==> src/rtl/command_fetch_pkg.sv <==
// Shared definitions for the command fetch unit and its consumers.
// Contents:
//   - command word field positions (opcode / operand1 / operand2)
//   - opcode encodings
//   - operand address-flag bit position
//   - fetch FSM state encoding
//   - is_halt() helper that decodes the HALT opcode from a command word
package command_fetch_pkg;

  localparam int OPCODE_MSB = 23;
  localparam int OPCODE_LSB = 18;
  localparam int OPND1_MSB  = 17;
  localparam int OPND1_LSB  = 9;
  localparam int OPND2_MSB  = 8;
  localparam int OPND2_LSB  = 0;

  // Top bit of each 9-bit operand marks it as a memory address rather than a literal.
  localparam int OPND_ADDR_FLAG_BIT = 8;

  typedef enum logic [5:0] {
    OP_HALT = 6'd0,
    OP_ADD  = 6'd1,
    OP_SUB  = 6'd2,
    OP_INV  = 6'd3,
    OP_MOV  = 6'd4,
    OP_JFE  = 6'd5,
    OP_JFL  = 6'd6,
    OP_JFG  = 6'd7
  } opcode_e;

  typedef enum logic [1:0] {
    ST_RUN   = 2'd0,
    ST_STALL = 2'd1,
    ST_HALT  = 2'd2
  } fetch_state_e;

  function automatic logic is_halt(input logic [23:0] cmd);
    return cmd[OPCODE_MSB:OPCODE_LSB] == OP_HALT;
  endfunction

endpackage

==> src/rtl/command_fetch_if.sv <==
// Bus bundle between the command fetch unit and its environment.
// Ports carried:
//   memRdEn / memAddr / memData             program ROM read port
//   commandOut / commandValid / commandReady head command handshake
//   instructionPointer                      ROM address of commandOut
//   jumpValid / jumpTarget                  redirect request from downstream
//   halted                                  HALT seen, fetching stopped
// Modports:
//   master - the fetch unit (drives ROM request and command outputs)
//   slave  - ROM + consumer side
interface command_fetch_if #(
  parameter int ADDR_W = 8,
  parameter int CMD_W  = 24
);
  logic              memRdEn;
  logic [ADDR_W-1:0] memAddr;
  logic [CMD_W-1:0]  memData;
  logic [CMD_W-1:0]  commandOut;
  logic              commandValid;
  logic              commandReady;
  logic [ADDR_W-1:0] instructionPointer;
  logic              jumpValid;
  logic [ADDR_W-1:0] jumpTarget;
  logic              halted;

  modport master (
    output memRdEn, memAddr, commandOut, commandValid, instructionPointer, halted,
    input  memData, commandReady, jumpValid, jumpTarget
  );

  modport slave (
    input  memRdEn, memAddr, commandOut, commandValid, instructionPointer, halted,
    output memData, commandReady, jumpValid, jumpTarget
  );
endinterface

==> src/rtl/command_fetch_cmd_fifo.sv <==
// cmd_fifo: 2-deep synchronous FIFO holding {address, command} entries.
// Ports:
//   clk_i, rst_ni  clock, asynchronous active-low reset
//   push_i         write wdata_i this cycle
//   pop_i          drop the head entry this cycle
//   flush_i        empty the FIFO (overrides push and pop)
//   wdata_i        entry to write
//   rdata_o        head entry (meaningful while count_o != 0)
//   count_o        number of stored entries, 0..2
// Only pointers and count are reset; storage content is don't-care while empty.
module cmd_fifo #(
  parameter int WIDTH = 32
) (
  input  logic             clk_i,
  input  logic             rst_ni,
  input  logic             push_i,
  input  logic             pop_i,
  input  logic             flush_i,
  input  logic [WIDTH-1:0] wdata_i,
  output logic [WIDTH-1:0] rdata_o,
  output logic [1:0]       count_o
);
  logic [WIDTH-1:0] mem_q [2];
  logic             wptr_q;
  logic             rptr_q;
  logic [1:0]       count_q;
  logic             full;

  assign full = (count_q == 2'd2);

  always_ff @(posedge clk_i or negedge rst_ni) begin
    if (!rst_ni) begin
      wptr_q  <= 1'b0;
      rptr_q  <= 1'b0;
      count_q <= 2'd0;
    end else if (flush_i) begin
      wptr_q  <= 1'b0;
      rptr_q  <= 1'b0;
      count_q <= 2'd0;
    end else begin
      if (push_i) wptr_q <= ~wptr_q;
      if (pop_i)  rptr_q <= ~rptr_q;
      count_q <= count_q + 2'(push_i) - 2'(pop_i);
    end
  end

  always_ff @(posedge clk_i) begin
    if (push_i && !flush_i) mem_q[wptr_q] <= wdata_i;
  end

  // The issuer's credit accounting guarantees a push never meets a full FIFO.
  always_ff @(posedge clk_i) begin
    if (rst_ni && push_i) assert (!full);
  end

  assign rdata_o = mem_q[rptr_q];
  assign count_o = count_q;
endmodule

==> src/rtl/command_fetch.sv <==
// command_fetch: issuing side of the 24-bit command interface.
// Reads program ROM at fetchPtr, prefetches into a 2-entry queue and presents
// one command per cycle with valid/ready. Redirects on jumpValid, stops on HALT.
// Ports:
//   clock   rising-edge clock
//   resetN  asynchronous active-low reset
//   bus     command_fetch_if.master: ROM read port, command handshake,
//           instructionPointer, jump request, halted
module command_fetch
  import command_fetch_pkg::*;
#(
  parameter int                ADDR_W   = 8,
  parameter int                CMD_W    = 24,
  parameter logic [ADDR_W-1:0] RESET_IP = '0
) (
  input  logic            clock,
  input  logic            resetN,
  command_fetch_if.master bus
);
  localparam int ENTRY_W = ADDR_W + CMD_W;

  fetch_state_e      state_q;
  logic              halted_q;
  logic [ADDR_W-1:0] fetchPtr_q;
  logic [ADDR_W-1:0] fetchPtr_d;
  logic              inFlight_q;
  logic [ADDR_W-1:0] inFlightAddr_q;

  logic [1:0]         fifoCount;
  logic [ENTRY_W-1:0] fifoRdata;
  logic [1:0]         occNow;
  logic [1:0]         occNext;
  logic               headValid;
  logic               pop;
  logic               retValid;
  logic               retHalt;
  logic               push;
  logic               issue;

  always_comb begin
    headValid = (fifoCount != 2'd0);
    pop       = headValid && bus.commandReady;
    // A jump squashes whatever ROM data comes back in the same cycle.
    retValid  = inFlight_q && !bus.jumpValid;
    retHalt   = retValid && is_halt(bus.memData);
    push      = retValid && !retHalt;
    // Credit: queued entries (after this cycle's pop) plus the read now returning.
    occNow    = fifoCount - 2'(pop) + 2'(inFlight_q);
    // No read is started while HALT is returning, so nothing is fetched past it.
    issue     = resetN && !halted_q && !bus.jumpValid && !retHalt && (occNow < 2'd2);
    occNext   = fifoCount - 2'(pop) + 2'(push) + 2'(issue);
    fetchPtr_d = fetchPtr_q;
    if (bus.jumpValid) begin
      fetchPtr_d = bus.jumpTarget;
    end else if (issue) begin
      fetchPtr_d = fetchPtr_q + ADDR_W'(1);
    end
  end

  always_ff @(posedge clock or negedge resetN) begin
    if (!resetN) begin
      state_q        <= ST_RUN;
      halted_q       <= 1'b0;
      fetchPtr_q     <= RESET_IP;
      inFlight_q     <= 1'b0;
      inFlightAddr_q <= '0;
    end else begin
      fetchPtr_q     <= fetchPtr_d;
      inFlight_q     <= issue;
      inFlightAddr_q <= fetchPtr_q;
      case (state_q)
        ST_RUN, ST_STALL: begin
          if (bus.jumpValid) begin
            state_q  <= ST_RUN;
            halted_q <= 1'b0;
          end else if (retHalt) begin
            state_q  <= ST_HALT;
            halted_q <= 1'b1;
          end else if (occNext == 2'd2) begin
            state_q  <= ST_STALL;
          end else begin
            state_q  <= ST_RUN;
          end
        end
        ST_HALT: begin
          // Only a redirect restarts fetching; the queue drains meanwhile.
          if (bus.jumpValid) begin
            state_q  <= ST_RUN;
            halted_q <= 1'b0;
          end
        end
        default: begin
          state_q  <= ST_RUN;
          halted_q <= 1'b0;
        end
      endcase
    end
  end

  cmd_fifo #(.WIDTH(ENTRY_W)) u_cmd_fifo (
    .clk_i   (clock),
    .rst_ni  (resetN),
    .push_i  (push),
    .pop_i   (pop),
    .flush_i (bus.jumpValid),
    .wdata_i ({inFlightAddr_q, bus.memData}),
    .rdata_o (fifoRdata),
    .count_o (fifoCount)
  );

  // Outputs are forced to zero while the queue is empty so reset clears them at once.
  assign bus.memRdEn            = issue;
  assign bus.memAddr            = issue ? fetchPtr_q : '0;
  assign bus.commandValid       = headValid;
  assign bus.commandOut         = headValid ? fifoRdata[CMD_W-1:0] : '0;
  assign bus.instructionPointer = headValid ? fifoRdata[ENTRY_W-1:CMD_W] : '0;
  assign bus.halted             = halted_q;
endmodule
==> src/flat_wrapper.sv <==
// flat-port wrapper written by rule: the top's interface ports become plain ports
module command_fetch_flat import command_fetch_pkg::*;
#(
  parameter int                ADDR_W   = 8,
  parameter int                CMD_W    = 24,
  parameter logic [ADDR_W-1:0] RESET_IP = '0
)
  (clock, resetN, bus_memRdEn, bus_memAddr, bus_commandOut, bus_commandValid, bus_instructionPointer, bus_halted, bus_memData, bus_commandReady, bus_jumpValid, bus_jumpTarget);
  command_fetch_if #(.ADDR_W(ADDR_W), .CMD_W(CMD_W)) bus_i ();
  input  logic clock;
  input  logic resetN;
  output wire logic [$bits(bus_i.memRdEn)-1:0] bus_memRdEn;
  output wire logic [$bits(bus_i.memAddr)-1:0] bus_memAddr;
  output wire logic [$bits(bus_i.commandOut)-1:0] bus_commandOut;
  output wire logic [$bits(bus_i.commandValid)-1:0] bus_commandValid;
  output wire logic [$bits(bus_i.instructionPointer)-1:0] bus_instructionPointer;
  output wire logic [$bits(bus_i.halted)-1:0] bus_halted;
  input wire logic [$bits(bus_i.memData)-1:0] bus_memData;
  input wire logic [$bits(bus_i.commandReady)-1:0] bus_commandReady;
  input wire logic [$bits(bus_i.jumpValid)-1:0] bus_jumpValid;
  input wire logic [$bits(bus_i.jumpTarget)-1:0] bus_jumpTarget;
  assign bus_memRdEn = bus_i.memRdEn;
  assign bus_memAddr = bus_i.memAddr;
  assign bus_commandOut = bus_i.commandOut;
  assign bus_commandValid = bus_i.commandValid;
  assign bus_instructionPointer = bus_i.instructionPointer;
  assign bus_halted = bus_i.halted;
  assign bus_i.memData = bus_memData;
  assign bus_i.commandReady = bus_commandReady;
  assign bus_i.jumpValid = bus_jumpValid;
  assign bus_i.jumpTarget = bus_jumpTarget;
  command_fetch #(.ADDR_W(ADDR_W), .CMD_W(CMD_W), .RESET_IP(RESET_IP)) u_core (.clock(clock), .resetN(resetN), .bus(bus_i));
endmodule
==> config.mk <==
export PLATFORM = sky130hd
export DESIGN_NAME = command_fetch_flat
export DESIGN_NICKNAME = d
export VERILOG_FILES = /design/src/rtl/command_fetch_pkg.sv /design/src/rtl/command_fetch_if.sv /design/src/rtl/command_fetch_cmd_fifo.sv /design/src/rtl/command_fetch.sv /design/src/flat_wrapper.sv
export SDC_FILE = /design/constraint.sdc
export NUM_CORES = 1
export LEC_CHECK = 0
export CAP_MARGIN = 10
export CORE_ASPECT_RATIO = 0.8
export CORE_UTILIZATION = 55
export CTS_BUF_LIST = sky130_fd_sc_hd__clkbuf_8
export CTS_CLUSTER_SIZE = 16
export DETAILED_ROUTE_END_ITERATION = 7
export GPL_ROUTABILITY_DRIVEN = 1
export PLACE_DENSITY = 0.95
export SLEW_MARGIN = 20
export SYNTH_ARGS = -nofsm -noshare
export SYNTH_HDL_FRONTEND = slang
export SYNTH_SLANG_ARGS = --single-unit
==> constraint.sdc <==
create_clock -name clock -period 6.6 [get_ports clock]
set_input_delay 0.99 -clock clock [delete_from_list [all_inputs] [get_ports clock]]
set_output_delay 0.99 -clock clock [all_outputs]
set_load 0.01 [all_outputs]
After elaboration in Yosys (flattened, before gate mapping):

Memories as Yosys holds them, arrays and structs flattened.
Cells that the tools add are included.

* register bits after elaboration: 24
* RAM bits: 64
* input port bits: 36
* output and inout port bits: 43
* word-level logic and storage cells: 65
* memories kept: 1

* add/sub/neg operators: 7
* order comparisons: 1
* eq/ne operators: 5
* multiplexer cells: 21
* bitwise operators: 2
* reductions and logical operators: 20

Memory list
* u_core.u_cmd_fifo.mem_q: words 2, width 32, rd ports 1, clocked after memory_dff 0, write ports 1, line command_fetch_cmd_fifo.sv:23 `logic [WIDTH-1:0] mem_q [2];`

Operator list (count)
* $mux 8: 4
* $mux 24: 1
* $mux 1: 10
* $logic_and 1x1->1: 9
* $add 2x1->2: 4
* $add 8x1->8 const B: 1
* $mux 2: 4
* $reduce_bool 2->1: 4
* $logic_not 6->1: 1
* $eq 2x2->1 const B: 2
* $pmux 2 s2: 1
* $sub 2x1->2: 2
* $logic_not 1->1: 3
* $ne 3x2->1 const B: 1
* $eq 2x1->1 const B: 1
* $logic_not 2->1: 1
* $lt 2x2->1 const B: 1
* $ne 2x2->1 const B: 1
* $not 1->1: 2
* $pmux 1 s2: 1
* $reduce_and 2->1: 1
* $reduce_or 2->1: 1

Longest topological paths before layout:

* depth in word-level cells: 12
* mapped depth: 13
* depth with buffers taken out: 13

Cells and area by module:

From an unflattened synthesis, not the netlist that was laid out.

* cells, all modules: 249
* area total of the unflattened synthesis: 3891.2 um^2

Modules (own cells, without submodules)
* cmd_fifo: times used 1, cells each 117, area each 2668.8 um^2, sequential area each 2021.9 um^2
* command_fetch: times used 1, cells each 132, area each 1222.4 um^2, sequential area each 500.5 um^2

Worst setup path before layout:

Ideal clock, no wire load.

* kind: input to output
* start point: input port bus_commandReady
* end point: output port bus_memAddr[1]
* data arrival time: 2.621 ns
* data required time: 5.610 ns
* path slack: 2.989 ns
* stages: 8
* path buffers: 0
* path through: and2_1 ha_1 xor2_2 nor3_1 a21oi_4 nor2_1 inv_1 nor2_1

* word-level cells in the longest chain between the ends: 6

Ends and longest elaborated chain
* start, declared: line flat_wrapper.sv:19 `input wire logic [$bits(bus_i.commandReady)-1:0] bus_commandReady;`
* $logic_and 1x1->1: line command_fetch.sv:42 `pop = headValid && bus.commandReady;`
* $sub 2x1->2: line command_fetch.sv:48 `occNow = fifoCount - 2'(pop) + 2'(inFlight_q);`
* $add 2x1->2: line command_fetch.sv:48
* $lt 2x2->1: line command_fetch.sv:50 `issue = resetN && !halted_q && !bus.jumpValid && !retHalt && (occNow < 2'd2);`
* $logic_and 1x1->1: line command_fetch.sv:50
* via bus_memRdEn: line flat_wrapper.sv:12 `output wire logic [$bits(bus_i.memRdEn)-1:0] bus_memRdEn;`
* $mux 8: line command_fetch.sv:113 `assign bus.memAddr = issue ? fetchPtr_q : '0;`
* end, declared: line flat_wrapper.sv:13 `output wire logic [$bits(bus_i.memAddr)-1:0] bus_memAddr;`

The timed path passes the listed nets, and every way through them passes these cells.

Worst setup path after layout:

* start point: input port resetN
* end point: output port bus_memAddr[1]

* word-level cells in the longest chain between the ends: 5

Ends and longest elaborated chain
* start, declared: line flat_wrapper.sv:11 `input logic resetN;`
* $logic_and 1x1->1 (4 in a row): line command_fetch.sv:50
* $mux 8: line command_fetch.sv:113

Every way passes these cells.

==> impl_metrics.json <==
{
  "grt_max_degree": 34,
  "r2r_slack_ns": 3.28,
  "timing.slew.headroom": 0.3623,
  "grt_pass1_vias": 2199,
  "synth_area_um2": 3615,
  "layout_common_cells": "clkdlybuf4s50_1 (78), edfxtp_1 (64), nor2_1 (44)",
  "drc_errors": 0,
  "rsz0062_at_grt": "no",
  "holdCritPathClass": "register to register",
  "grt_use_total": 0.2147,
  "die_area_um2": 6903,
  "finalSetupViolCount": 0,
  "place_area_um2": 4501,
  "clk_path_buf_depth": 2,
  "placed_cells": 412,
  "cp_max_fo": 26,
  "final_common_cell": "clkdlybuf4s50_1",
  "drv_cap": 0,
  "ys.warnings.count": 0,
  "dpl.hpwl_um": 4569,
  "numCtsBuffers": 9,
  "synth-seq-cells": 88,
  "crit_arrival_ns": 3.74,
  "clock_skew_ns": 0.008273,
  "crit_required_ns": 5.61,
  "die_h_um": 74.51,
  "die_x_um": 92.64,
  "htreeDepth": 3,
  "worstReg2RegEnd": "u_core.state_q[0]",
  "ctsResizeCount": 0,
  "drt_wl_total_um": 6762,
  "hold_path_depth": 0,
  "fin_area_um2": 4727,
  "antenna_cells": 0,
  "gp_congestion": 0.8352,
  "drtPass1Iterations": 5,
  "hp-start": "u_core.inFlightAddr_q[0]",
  "tightest_slew_ns": 0.9542,
  "report.final.slew_viol_count": 0,
  "synthFlopType": "edfxtp_1",
  "grt.overflow.total": 0,
  "cts_root_buffer": "clkbuf_8",
  "cts_tree": "yes",
  "cts_num_sinks": 88,
  "status": "finished, final reports clean",
  "fin_nets": 380,
  "synthCells": 257,
  "drt-wirelength-per-cell_um": 15.80,
  "met2_usage": 0.3770,
  "antenna_found_initial": 0,
  "synth_edf_count": 64,
  "vdd_drop_max_mv": 0.2665,
  "synth_nets": 298,
  "ys_types": 36,
  "syn_area_per_cell_um2": 14.07,
  "crit_path_end_kind": "output port",
  "fillers": 435,
  "io_pins": 79,
  "ys_async_sr_fraction": 0.2727,
  "rows": 26,
  "postCtsHoldBufs": 0,
  "power_density_nw_per_um2": 363.6,
  "core_um2": 6376,
  "ys_seq_area_frac": 0.6978,
  "io_buffer_count": 78,
  "start_util": 0.5669,
  "hold_end": "u_core.u_cmd_fifo.mem_q[0][24]",
  "antenna_left": 0,
  "clk_pin_slew_ns": 0.08,
  "p_leak_nw": 1.677,
  "grt_pass1_wl_um": 10590,
  "postCtsSetupBuffers": 0,
  "stdcell_count": 428,
  "vias": 2257,
  "r2r_cells": 13,
  "critPathLaunchType": "input port",
  "fin_crit_sh": 0.7163,
  "drive_gt1_frac": 0.08721,
  "clock_latency_ns": 0.36,
  "critPathKind": "input port to output port",
  "hold_viol_final": 0,
  "rr_startpoint": "u_core.u_cmd_fifo.count_o[1]",
  "fin_crit_ns": 4.728,
  "drt-initial-drc-count": 113,
  "globalRouteMet3Util": 0.08282,
  "syn_to_final_growth_pct": 30.77,
  "grt.busiest_layer": "met2",
  "setup-tns-final_ns": 0,
  "via_per_inst": 5.273,
  "fmax_mhz": 211.5,
  "use_met1": 0.2465
}
## power breakdown
part	internal, mW	switching [mW]
Clock	0.218	0.190
Sequential	0.693	0.0923
Combinational	0.279	0.247
Total	1.19	0.529
## worst max-delay path: stages
cell             delay [ns]
clkdlybuf4s50_1        0.45
buf_4                  0.30
or2b_1                 0.28
nor3_1                 0.29
a21oi_4                0.11
nor2_1                 0.39
inv_1                  0.18
nor2_1                 0.17
clkdlybuf4s50_1        0.55
## per-stage QoR
step	utilization	power (mW)	hold slack [ns]	worst slack, ns
after floorplan	-	1.074	0.3804	2.989
after global placement	0.7058	1.297	0.4237	2.007
after detailed placement	0.7058	1.325	0.4283	1.885
after CTS	0.7414	1.732	0.4481	1.860
after global routing	0.7414	1.806	0.4588	1.628
final	0.7414	1.719	0.4422	1.872
## metal layers
metal	up-vias	share of wire
li1	1083	-
met1	1085	0.41
met2	80	0.52
met3	9	0.062
met4	0	0.012
met5	-	0
## cell families (layout without fill, tap and decap cells)
kind of cell               count (synthesis)  after routing  synth area share
and+or+nand+nor                           86             86            0.1094
buffers and inverters                     18            105           0.01869
xor gates and xnor gates                   8              8           0.02146
DFF                                       88             88            0.6978
adders and majority gates                  5              5           0.01938
AOI/OAI and AO/OA                         16             16           0.03219
muxes                                     36             36            0.1011
## worst max path at each step
stage / startpoint / to / slack, ns
after floorplan: bus_commandReady / bus_memAddr[1] / 2.99
after global placement: resetN / bus_memAddr[1] / 2.01
final: resetN / bus_memAddr[1] / 1.87
after CTS: resetN / bus_memAddr[1] / 1.86
after global routing: resetN / bus_memAddr[1] / 1.63
after detailed placement: resetN / bus_memAddr[1] / 1.89
## sequential cells by signal (all words and copies together), names as in the netlist
| register | cells |
|---|---|
| u_core.u_cmd_fifo.mem_q | 64 |
| u_core.fetchPtr_q | 8 |
| u_core.inFlightAddr_q | 8 |
| u_core.state_q | 2 |
| u_core.u_cmd_fifo.count_o | 2 |
| u_core.bus.halted | 1 |
| u_core.inFlight_q | 1 |
| u_core.u_cmd_fifo.rptr_q | 1 |
| u_core.u_cmd_fifo.wptr_q | 1 |
## cell type report
cell class                      count  area [um2]  area share
Tap cell                           84       105.1     0.02223
Inverter                            9       33.78    0.007147
Multi-Input combinational cell    151        1042      0.2205
Clock inverter                      7       102.6     0.02170
Clock buffer                        9       123.9     0.02620
Sequential cell                    88        2524      0.5339
Timing Repair Buffer               80       795.8      0.1683
## synthesized netlist by cell type, types with 3 or more instances
master	n	area, um2
inv_1	9	33.78
o21ai_0	3	15.01
mux2i_1	35	350.3
nor2b_1	3	18.77
xnor2_1	5	43.79
a21oi_1	4	20.02
and2_1	7	43.79
edfxtp_1	64	1922
nand2_1	11	41.29
clkbuf_1	9	33.78
nor2_1	47	176.4
nand3_1	3	15.01
ha_1	4	50.05
nor3_1	4	20.02
dfrtp_1	24	600.6
(Power assumes the default switching activity.)
